`config.mk`:
```
export PLATFORM = sky130hd
export DESIGN_NAME = time_set_ctrl
export DESIGN_NICKNAME = d
export VERILOG_FILES = /design/src/rtl/time_set_ctrl.sv
export SDC_FILE = /design/constraint.sdc
export NUM_CORES = 1
export LEC_CHECK = 0
export BUFFER_PORTS_ARGS = -buffer_cell sky130_fd_sc_hd__buf_2
export CAP_MARGIN = 25
export CORE_MARGIN = 1.5
export CORE_UTILIZATION = 50
export CTS_CLUSTER_DIAMETER = 200
export DETAILED_ROUTE_END_ITERATION = 8
export PLACE_DENSITY = 0.8
export SLEW_MARGIN = 15
export SYNTH_ARGS = -nofsm -noshare
export SYNTH_HDL_FRONTEND = slang
export SYNTH_SLANG_ARGS = --single-unit
```
`constraint.sdc`:
```
create_clock -name clk -period 1.9 [get_ports clk]
set_clock_uncertainty 0.05 [all_clocks]
set_input_delay 0.19 -clock clk [delete_from_list [all_inputs] [get_ports clk]]
set_output_delay 0.19 -clock clk [all_outputs]
set_load 0.01 [all_outputs]
```
`src/rtl/time_set_ctrl.sv`:
```
// Time-setting front end: debounces MODE/INC, runs RUN/SET_HOUR/SET_MIN, drives counter loads and blink.
// Optional INC auto-repeat is built when TIME_SET_AUTO_REPEAT_EN is defined.
module time_set_ctrl #(
    parameter int HOUR_MOD        = 24,
    parameter int MIN_MOD         = 60,
    parameter int HOUR_W          = 6,
    parameter int MIN_W           = 7,
    parameter int DEBOUNCE_CYCLES = 20,
    parameter int BLINK_CYCLES    = 500,
    parameter int REPEAT_DELAY    = 500,
    parameter int REPEAT_PERIOD   = 100
) (
    input  logic              clk,
    input  logic              reset_,
    input  logic              btn_mode,
    input  logic              btn_inc,
    input  logic [HOUR_W-1:0] hours_in,
    input  logic [MIN_W-1:0]  min_in,
    output logic              run_en,
    output logic              hours_load,
    output logic [HOUR_W-1:0] hours_digit,
    output logic              min_load,
    output logic [MIN_W-1:0]  min_digit,
    output logic              sec_load,
    output logic [MIN_W-1:0]  sec_digit,
    output logic              blank_hours,
    output logic              blank_min,
    output logic [1:0]        mode_state
);

    typedef enum logic [1:0] {RUN = 2'b00, SET_HOUR = 2'b01, SET_MIN = 2'b10} state_t;

    localparam int DB_W = $clog2(DEBOUNCE_CYCLES + 1);
    localparam int BL_W = $clog2(BLINK_CYCLES + 1);

    // Index 0 is MODE, index 1 is INC.
    logic [1:0]      sync1_q, sync2_q, deb_q, pulse_q;
    logic [DB_W-1:0] db_cnt_q [2];

    always_ff @(posedge clk or negedge reset_) begin
        if (!reset_) begin
            sync1_q <= '0;
            sync2_q <= '0;
            deb_q   <= '0;
            pulse_q <= '0;
            for (int i = 0; i < 2; i++) db_cnt_q[i] <= '0;
        end else begin
            sync1_q <= {btn_inc, btn_mode};
            sync2_q <= sync1_q;
            for (int i = 0; i < 2; i++) begin
                pulse_q[i] <= 1'b0;
                if (sync2_q[i] == deb_q[i]) begin
                    db_cnt_q[i] <= '0;
                end else if (db_cnt_q[i] == DB_W'(DEBOUNCE_CYCLES - 1)) begin
                    db_cnt_q[i] <= '0;
                    deb_q[i]    <= sync2_q[i];
                    pulse_q[i]  <= sync2_q[i];
                end else begin
                    db_cnt_q[i] <= db_cnt_q[i] + 1'b1;
                end
            end
        end
    end

    state_t            state_q, state_d;
    logic [HOUR_W-1:0] hour_edit_q, hour_edit_d, hours_digit_q, hours_digit_d;
    logic [MIN_W-1:0]  min_edit_q, min_edit_d, min_digit_q, min_digit_d;
    logic              load_q, load_d;
    logic [BL_W-1:0]   blink_cnt_q, blink_cnt_d;
    logic              phase_q, phase_d;
    logic              mode_p, inc_p, rep_p;

`ifdef TIME_SET_AUTO_REPEAT_EN
    localparam int RP_W = $clog2(REPEAT_DELAY + REPEAT_PERIOD + 1);
    logic [RP_W-1:0] hold_cnt_q;
    logic            repeating_q, rep_p_q;

    // First repeat after REPEAT_DELAY held cycles, then every REPEAT_PERIOD.
    always_ff @(posedge clk or negedge reset_) begin
        if (!reset_) begin
            hold_cnt_q  <= '0;
            repeating_q <= 1'b0;
            rep_p_q     <= 1'b0;
        end else begin
            rep_p_q <= 1'b0;
            if (!deb_q[1] || state_q == RUN || state_d != state_q) begin
                hold_cnt_q  <= '0;
                repeating_q <= 1'b0;
            end else if (hold_cnt_q == (repeating_q ? RP_W'(REPEAT_PERIOD - 1)
                                                    : RP_W'(REPEAT_DELAY - 1))) begin
                hold_cnt_q  <= '0;
                repeating_q <= 1'b1;
                rep_p_q     <= 1'b1;
            end else begin
                hold_cnt_q <= hold_cnt_q + 1'b1;
            end
        end
    end
    assign rep_p = rep_p_q;
`else
    localparam int unused_repeat_cfg = REPEAT_DELAY + REPEAT_PERIOD;
    assign rep_p = 1'b0;
`endif

    assign mode_p = pulse_q[0];
    assign inc_p  = pulse_q[1] | rep_p;

    always_comb begin
        state_d       = state_q;
        hour_edit_d   = hour_edit_q;
        min_edit_d    = min_edit_q;
        load_d        = 1'b0;
        hours_digit_d = '0;
        min_digit_d   = '0;
        case (state_q)
            RUN: begin
                if (mode_p) begin
                    state_d     = SET_HOUR;
                    hour_edit_d = (32'(hours_in) >= 32'(HOUR_MOD)) ? '0 : hours_in;
                    min_edit_d  = (32'(min_in) >= 32'(MIN_MOD)) ? '0 : min_in;
                end
            end
            SET_HOUR: begin
                if (mode_p) begin
                    state_d = SET_MIN;
                end else if (inc_p) begin
                    hour_edit_d = (hour_edit_q == HOUR_W'(HOUR_MOD - 1)) ? '0 : hour_edit_q + 1'b1;
                end
            end
            SET_MIN: begin
                if (mode_p) begin
                    state_d       = RUN;
                    load_d        = 1'b1;
                    hours_digit_d = hour_edit_q;
                    min_digit_d   = min_edit_q;
                end else if (inc_p) begin
                    min_edit_d = (min_edit_q == MIN_W'(MIN_MOD - 1)) ? '0 : min_edit_q + 1'b1;
                end
            end
            default: state_d = RUN;
        endcase

        // Blink restarts visible on every state change.
        blink_cnt_d = '0;
        phase_d     = 1'b0;
        if (state_d == state_q && (state_q == SET_HOUR || state_q == SET_MIN)) begin
            if (blink_cnt_q == BL_W'(BLINK_CYCLES - 1)) begin
                phase_d = ~phase_q;
            end else begin
                blink_cnt_d = blink_cnt_q + 1'b1;
                phase_d     = phase_q;
            end
        end
    end

    always_ff @(posedge clk or negedge reset_) begin
        if (!reset_) begin
            state_q       <= RUN;
            hour_edit_q   <= '0;
            min_edit_q    <= '0;
            load_q        <= 1'b0;
            hours_digit_q <= '0;
            min_digit_q   <= '0;
            blink_cnt_q   <= '0;
            phase_q       <= 1'b0;
        end else begin
            state_q       <= state_d;
            hour_edit_q   <= hour_edit_d;
            min_edit_q    <= min_edit_d;
            load_q        <= load_d;
            hours_digit_q <= hours_digit_d;
            min_digit_q   <= min_digit_d;
            blink_cnt_q   <= blink_cnt_d;
            phase_q       <= phase_d;
        end
    end

    assign run_en      = (state_q == RUN);
    assign hours_load  = load_q;
    assign min_load    = load_q;
    assign sec_load    = load_q;
    assign hours_digit = hours_digit_q;
    assign min_digit   = min_digit_q;
    assign sec_digit   = '0;
    assign blank_hours = (state_q == SET_HOUR) & phase_q;
    assign blank_min   = (state_q == SET_MIN) & phase_q;
    assign mode_state  = state_q;

endmodule
```
Word-level counts from Yosys, hierarchy flattened

Cells that the tools add are included.

Add/subtract/negate cells: 5
Order comparisons: 2
Equal/unequal tests: 16
Muxes and demuxes: 34
Bitwise gates (word level): 5
Reduce and logical (&&, ||, !) cells: 9

Operator list:

| kind                                                                                | number |
|---|---|
| 7-bit two-way mux                                                                   | 7 |
| 6-bit two-way mux                                                                   | 7 |
| 5-bit two-way mux                                                                   | 4 |
| 9-bit two-way mux                                                                   | 2 |
| 7-bit one-hot mux with 2 select lines                                               | 1 |
| 6-bit one-hot mux with 2 select lines                                               | 1 |
| 5-bit by 1-bit adder with 5-bit output, second input constant                       | 2 |
| 5-bit == test, second input constant                                                | 2 |
| 9-bit by 1-bit adder with 9-bit output, second input constant                       | 1 |
| 9-bit == test, second input constant                                                | 1 |
| 1-bit two-way mux                                                                   | 8 |
| 2-bit inequality test, second input constant                                        | 4 |
| 4-bit AND reduction                                                                 | 2 |
| 7-bit by 1-bit adder with 7-bit output, second input constant                       | 1 |
| 7-bit by 6-bit == test with 1-bit output, second input constant                     | 1 |
| 7-bit by 6-bit greater-or-equal comparator with 1-bit output, second input constant | 1 |
| 6-bit by 1-bit adder with 6-bit output, second input constant                       | 1 |
| 6-bit by 5-bit == test with 1-bit output, second input constant                     | 1 |
| 6-bit by 5-bit greater-or-equal comparator with 1-bit output, second input constant | 1 |
| 2-bit two-way mux                                                                   | 3 |
| 2-bit one-hot mux with 3 select lines                                               | 1 |
| 2-bit by 1-bit inequality test with 1-bit output, second input constant             | 2 |
| 2-bit AND reduction                                                                 | 2 |
| 2-bit nonzero test                                                                  | 2 |
| other kinds (9)                                                                     | 13 |

Register bits: 57
Output and inout port bits: 28
Logic and storage cells: 86

Logic depth before layout (Yosys ltp)

Word-level depth: 5
Depth in mapped cells: 7
Mapped depth without buffers: 6

Worst setup path after synthesis

OpenSTA, ideal clock, no wires.

Path kind: flip-flop to flip-flop
Start: register state_q[0] (netlist: mode_state[0])
End: register hour_edit_q[5]
Library setup time: 0.069 ns
Data arrival time: 1.774 ns
Path slack: 0.007 ns
Cell stages (with the launch flop): 7
Period minus slack after synthesis: 1.893 ns
Cell sequence: dfrtp_1 -> inv_1 -> ha_1 -> nand4bb_1 -> o21a_2 -> or4_1 -> nand3_1

Longest elaborated chain between the ends: 3

Ends and longest elaborated chain:

| element                                                                                                 | line | RTL |
|---|---|---|
| start, declared                                                                                         | 65   | `state_t state_q, state_d;` |
| start signal, assigned                                                                                  | 167  | `state_q <= state_d;` |
| 2-bit zero test (*)                                                                                     | -    |  |
| net run_en                                                                                              | 19   | `output logic run_en,` |
| 2-bit by 1-bit inequality test with 1-bit output (no source line) or 2-bit nonzero test (tied branches) | -    |  |
| 4-bit AND reduction (no source line)                                                                    | -    |  |
| end signal, assigned                                                                                    | 168  | `hour_edit_q <= hour_edit_d;` |
| end, declared                                                                                           | 66   | `logic [HOUR_W-1:0] hour_edit_q, hour_edit_d, hours_digit_q, hours_digit_d;` |

Mark *: on every way through the listed nets, which the timed path passes. The rest lies on a longest branch.
A chain may end at the register's enable or synchronous reset.

Final worst setup path

Start: register state_q[0] (netlist: mode_state[0])
End: register hour_edit_q[5]

Longest elaborated chain between the ends: 3

Ends and longest elaborated chain:

| element                                                                     | line | RTL |
|---|---|---|
| 2-bit by 1-bit == test with 1-bit output or 2-bit zero test (tied branches) | 115  | `case (state_q)` |
| 2-bit inequality test (no source line), or another cell as far along        | -    |  |
| 4-bit AND reduction (no source line)                                        | -    |  |

Several ways; a longest one is shown, not always the timed one.

==> flow_summary.ini <==
[run_status]
run_status = finished, final reports clean

[worst_setup_path]
worstSetupEndpointType = flip-flop
path_cells = inv_1 > ha_2 > nand2_1 > o21a_2 > or4_1 > nand3_1
critical_path.max_stage_delay_ps = 500
arrival_worst_endpoint_ps = 1980
timing.critical_path.required_ps = 2120
setup.worst_path.start_class = flip-flop
setup.worst_path.class = flip-flop to flip-flop
crit_path_top_delay_cell = sky130_fd_sc_hd__or4_1
path_max_fanout = 8

[place]
dpl-instance-area_mm2 = 0.00297
place_congestion = 0.791
hpwlAfterDp_mm = 3.41
placedCellCount = 359
number_of_port_buffers = 37

[clock_network]
clk_pin_slew_worst_paths_ps = 60
tritoncts = yes
cts.root.buffer_cell = sky130_fd_sc_hd__clkbuf_8
cts-root-to-sink-buffers = 2
worst_skew_pair.late_latency_ps = 340
clock-sinks = 57
cts_made_buffers = 9
ctsHtreeMaxLevel = 3

[final_layout]
design.final.nets = 329
number_of_antenna_diodes = 0
post_route_cells_drive_above_1_share_pct = 24.7
post_layout_utilization_of_the_core_pct = 62.9
syn_to_final_growth_pct = 20.9
finish.instance_area_mm2 = 0.00323
number_of_non_filler_instances_in_the_completed_layout = 378

[pwr]
power.internal_mw = 1.89
clock_power_share_pct = 44.1
p_seq_share_pct = 51.4
power-per-cell-area_mw_per_mm2 = 751
power.leakage_nw = 1.59
combinationalPowerShare_pct = 4.5
power_switching_share_pct = 22.1
power.net_switching_uw = 538
peakVddDrop_mv = 0.320

[run]
maxCapViolCount = 0

[grt]
first_global_vias = 1849
maximum_number_of_pins_on_one_net_before_global_route_repair = 37
antenna_violations_before_repair = 0
grt_pass1_wl_mm = 8.50
track_usage_pct = 19.0
remaining_overflow_grt = 0

[timing]
setup_repair_after_global_routing_missed_its_margin = false
post-route-min-period_ps = 1760
hold_slack_ps = 37.8
fmaxAchievable_mhz = 568
totalNegativeSetupSlack_ps = 0
report.final.hold_viol_count = 0
finalMaxSlewViolations = 0
fin_crit_sh_pct = 92.7
setup_violations = 0

[die]
initial_utilization_pct = 52.0
dieWidth_um = 76.1
num_rows = 26
design.die.area_mm2 = 0.00579
core-area_mm2 = 0.00514
ioPinCount = 45
die_extent_in_y_um = 76.1

[yosys]
synth-warning-count = 0
async_reset_ff_share_pct = 100
synthesis.area_mm2 = 0.00267
syn_inst = 249
yosys_register_bits = 57
synth-edff-count = 0
synth_area_per_cell_um2 = 10.7
ys_seq_area_share_pct = 53.4
synth_flop_cell = sky130_fd_sc_hd__dfrtp_1
yosysUniqueCellTypes = 49

[route]
wl_mm = 4.88
avgViaCountPerCell = 5.18
detailed_router_iteration_count_before_antenna_repair = 4
routed_wire_length_per_instance_um = 12.9
drtAntennaViolNets = 0
drt_first_iter_violations = 113
drc_errors_left = 0
vias = 1958

[hold_path]
holdCritPathClass = input pin to flip-flop
-- power by group through the flow --
stage | clock [mW] | combinational (mW) | sequential (mW)
global placement | 0 | 0.102 | 1.27
finish | 1.07 | 0.109 | 1.25
global route | 1.15 | 0.126 | 1.25
detailed placement | 0 | 0.104 | 1.27
floorplan | 0 | 0.0579 | 1.27
CTS | 1.10 | 0.109 | 1.25
-- state kept, by name (all words and copies together) (netlist names) --
register,flops
phase_q,1
min_digit,7
db_cnt_q,10
hour_edit_q,6
sync1_q,2
sync2_q,2
hours_digit,6
hours_load,1
min_edit_q,7
pulse_q,2
mode_state,2
deb_q,2
blink_cnt_q,9
-- per-layer routing --
| layer | share of wire, % | vias to the layer above | GRT usage [%] |
|---|---|---|---|
| met4 | 2.2 | 0 | 9.44 |
| met5 | 0 | - | 0 |
| met1 | 47 | 914 | 24.7 |
| met3 | 5.8 | 11 | 5.99 |
| li1 | - | 976 | - |
| met2 | 45 | 57 | 28.6 |
-- worst paths after layout --
path / start / endpoint / slack, ps / depth (start not counted)
setup / recovery: mode_state[0] / hour_edit_q[5] / 140 / 6
hold / removal: min_in[0] / min_edit_q[0] / 40 / 2
setup reg to reg: mode_state[0] / hour_edit_q[5] / 140 / 6
hold reg to reg: sync1_q[1] / sync2_q[1] / 300 / 0
max in group asynchronous: reset_ / blink_cnt_q[8] / 950 / 3
min in group asynchronous: reset_ / min_digit[6] / 290 / 2
-- cell usage in the layout (no fill, tap or decap), types with 2 or more instances in the layout --
cell	Yosys	layout
sky130_fd_sc_hd__mux2_2	2	2
sky130_fd_sc_hd__o21ai_1	1	2
sky130_fd_sc_hd__nand2_1	18	18
sky130_fd_sc_hd__nor2_1	29	29
sky130_fd_sc_hd__nand3_1	13	13
sky130_fd_sc_hd__nor3b_1	2	2
sky130_fd_sc_hd__a21oi_1	5	5
sky130_fd_sc_hd__xor2_1	9	9
sky130_fd_sc_hd__o211ai_1	2	2
sky130_fd_sc_hd__clkinv_2	0	2
sky130_fd_sc_hd__o31ai_1	2	2
sky130_fd_sc_hd__clkbuf_8	0	13
sky130_fd_sc_hd__a211oi_1	3	3
sky130_fd_sc_hd__nor2b_1	3	3
sky130_fd_sc_hd__nand4bb_1	2	2
sky130_fd_sc_hd__a2bb2oi_1	2	2
sky130_fd_sc_hd__conb_1	1	7
sky130_fd_sc_hd__dfrtp_1	57	57
sky130_fd_sc_hd__buf_2	0	37
sky130_fd_sc_hd__o21ai_0	9	8
sky130_fd_sc_hd__buf_4	10	10
sky130_fd_sc_hd__dlygate4sd3_1	0	3
sky130_fd_sc_hd__ha_1	9	7
sky130_fd_sc_hd__a221o_1	2	2
sky130_fd_sc_hd__ha_2	0	2
sky130_fd_sc_hd__and3_1	21	21
sky130_fd_sc_hd__nor3_1	2	2
sky130_fd_sc_hd__inv_1	7	7
sky130_fd_sc_hd__and2_1	4	3
sky130_fd_sc_hd__xnor2_1	7	7
-- cells by family (layout without fill, tap and decap cells) --
group / Yosys count / in the layout / share of synthesized area [%]
simple gates: 102 / 102 / 20.3
other cells: 1 / 7 / 0.140
mux: 3 / 3 / 1.22
xor+xnor: 16 / 16 / 5.24
buf+inv: 21 / 74 / 4.35
flops: 57 / 57 / 53.4
fa+ha+maj: 9 / 9 / 4.21
compound gates: 40 / 40 / 11.1
-- cells in the mapped netlist, types with 2 or more instances --
| cell type | instances | area [um2] |
|---|---|---|
| sky130_fd_sc_hd__inv_1 | 7 | 26.3 |
| sky130_fd_sc_hd__xnor2_1 | 7 | 61.3 |
| sky130_fd_sc_hd__nor2_1 | 29 | 109 |
| sky130_fd_sc_hd__nand2_1 | 18 | 67.6 |
| sky130_fd_sc_hd__a2bb2oi_1 | 2 | 17.5 |
| sky130_fd_sc_hd__buf_4 | 10 | 75.1 |
| sky130_fd_sc_hd__a211oi_1 | 3 | 22.5 |
| sky130_fd_sc_hd__o21ai_0 | 9 | 45.0 |
| sky130_fd_sc_hd__nand4bb_1 | 2 | 22.5 |
| sky130_fd_sc_hd__o211ai_1 | 2 | 15.0 |
| sky130_fd_sc_hd__a221o_1 | 2 | 20.0 |
| sky130_fd_sc_hd__nor3b_1 | 2 | 15.0 |
| sky130_fd_sc_hd__and2_1 | 4 | 25.0 |
| sky130_fd_sc_hd__a21oi_1 | 5 | 25.0 |
| sky130_fd_sc_hd__clkbuf_1 | 4 | 15.0 |
| sky130_fd_sc_hd__mux2_2 | 2 | 22.5 |
| sky130_fd_sc_hd__nor2b_1 | 3 | 18.8 |
| sky130_fd_sc_hd__nor3_1 | 2 | 10.0 |
| sky130_fd_sc_hd__dfrtp_1 | 57 | 1430 |
| sky130_fd_sc_hd__and3_1 | 21 | 131 |
| sky130_fd_sc_hd__nand3_1 | 13 | 65.1 |
| sky130_fd_sc_hd__o31ai_1 | 2 | 15.0 |
| sky130_fd_sc_hd__ha_1 | 9 | 113 |
| sky130_fd_sc_hd__xor2_1 | 9 | 78.8 |
-- layout make-up --
type	instances	area [um2]
fillers	423	1910
well taps	70	87.6
flip-flops and latches	57	1430
repair buffers	51	310
clock buffers	14	183
multi-input cells	177	1190
clock inverters	2	10.0
inverters	7	26.3
-- what timing repair did --
item | in CTS | in global routing
resized for setup | 0 | 8
hold buffers | 3 | 0
hold endpoints to repair | 23 | 0
setup endpoints to repair | 0 | 17
buffers inserted | 0 | 0
-- worst max-delay path: cells and delay by family (launching register included) --
family,cells,cell delay [ps]
adder cells (fa/ha/maj),1,250
flip-flops,1,400
AO/OA/AOI/OAI,1,210
buffers and inverters,1,120
AND/OR/NAND/NOR,3,670
-- per-stage QoR --
step	worst slack [ps]	power, mW
floorplan	6.85	1.32
global placement	150	1.37
detailed placement	79.4	1.37
CTS	85.8	2.46
global route	36.8	2.53
finish	139	2.43
(Power assumes the default switching activity.)
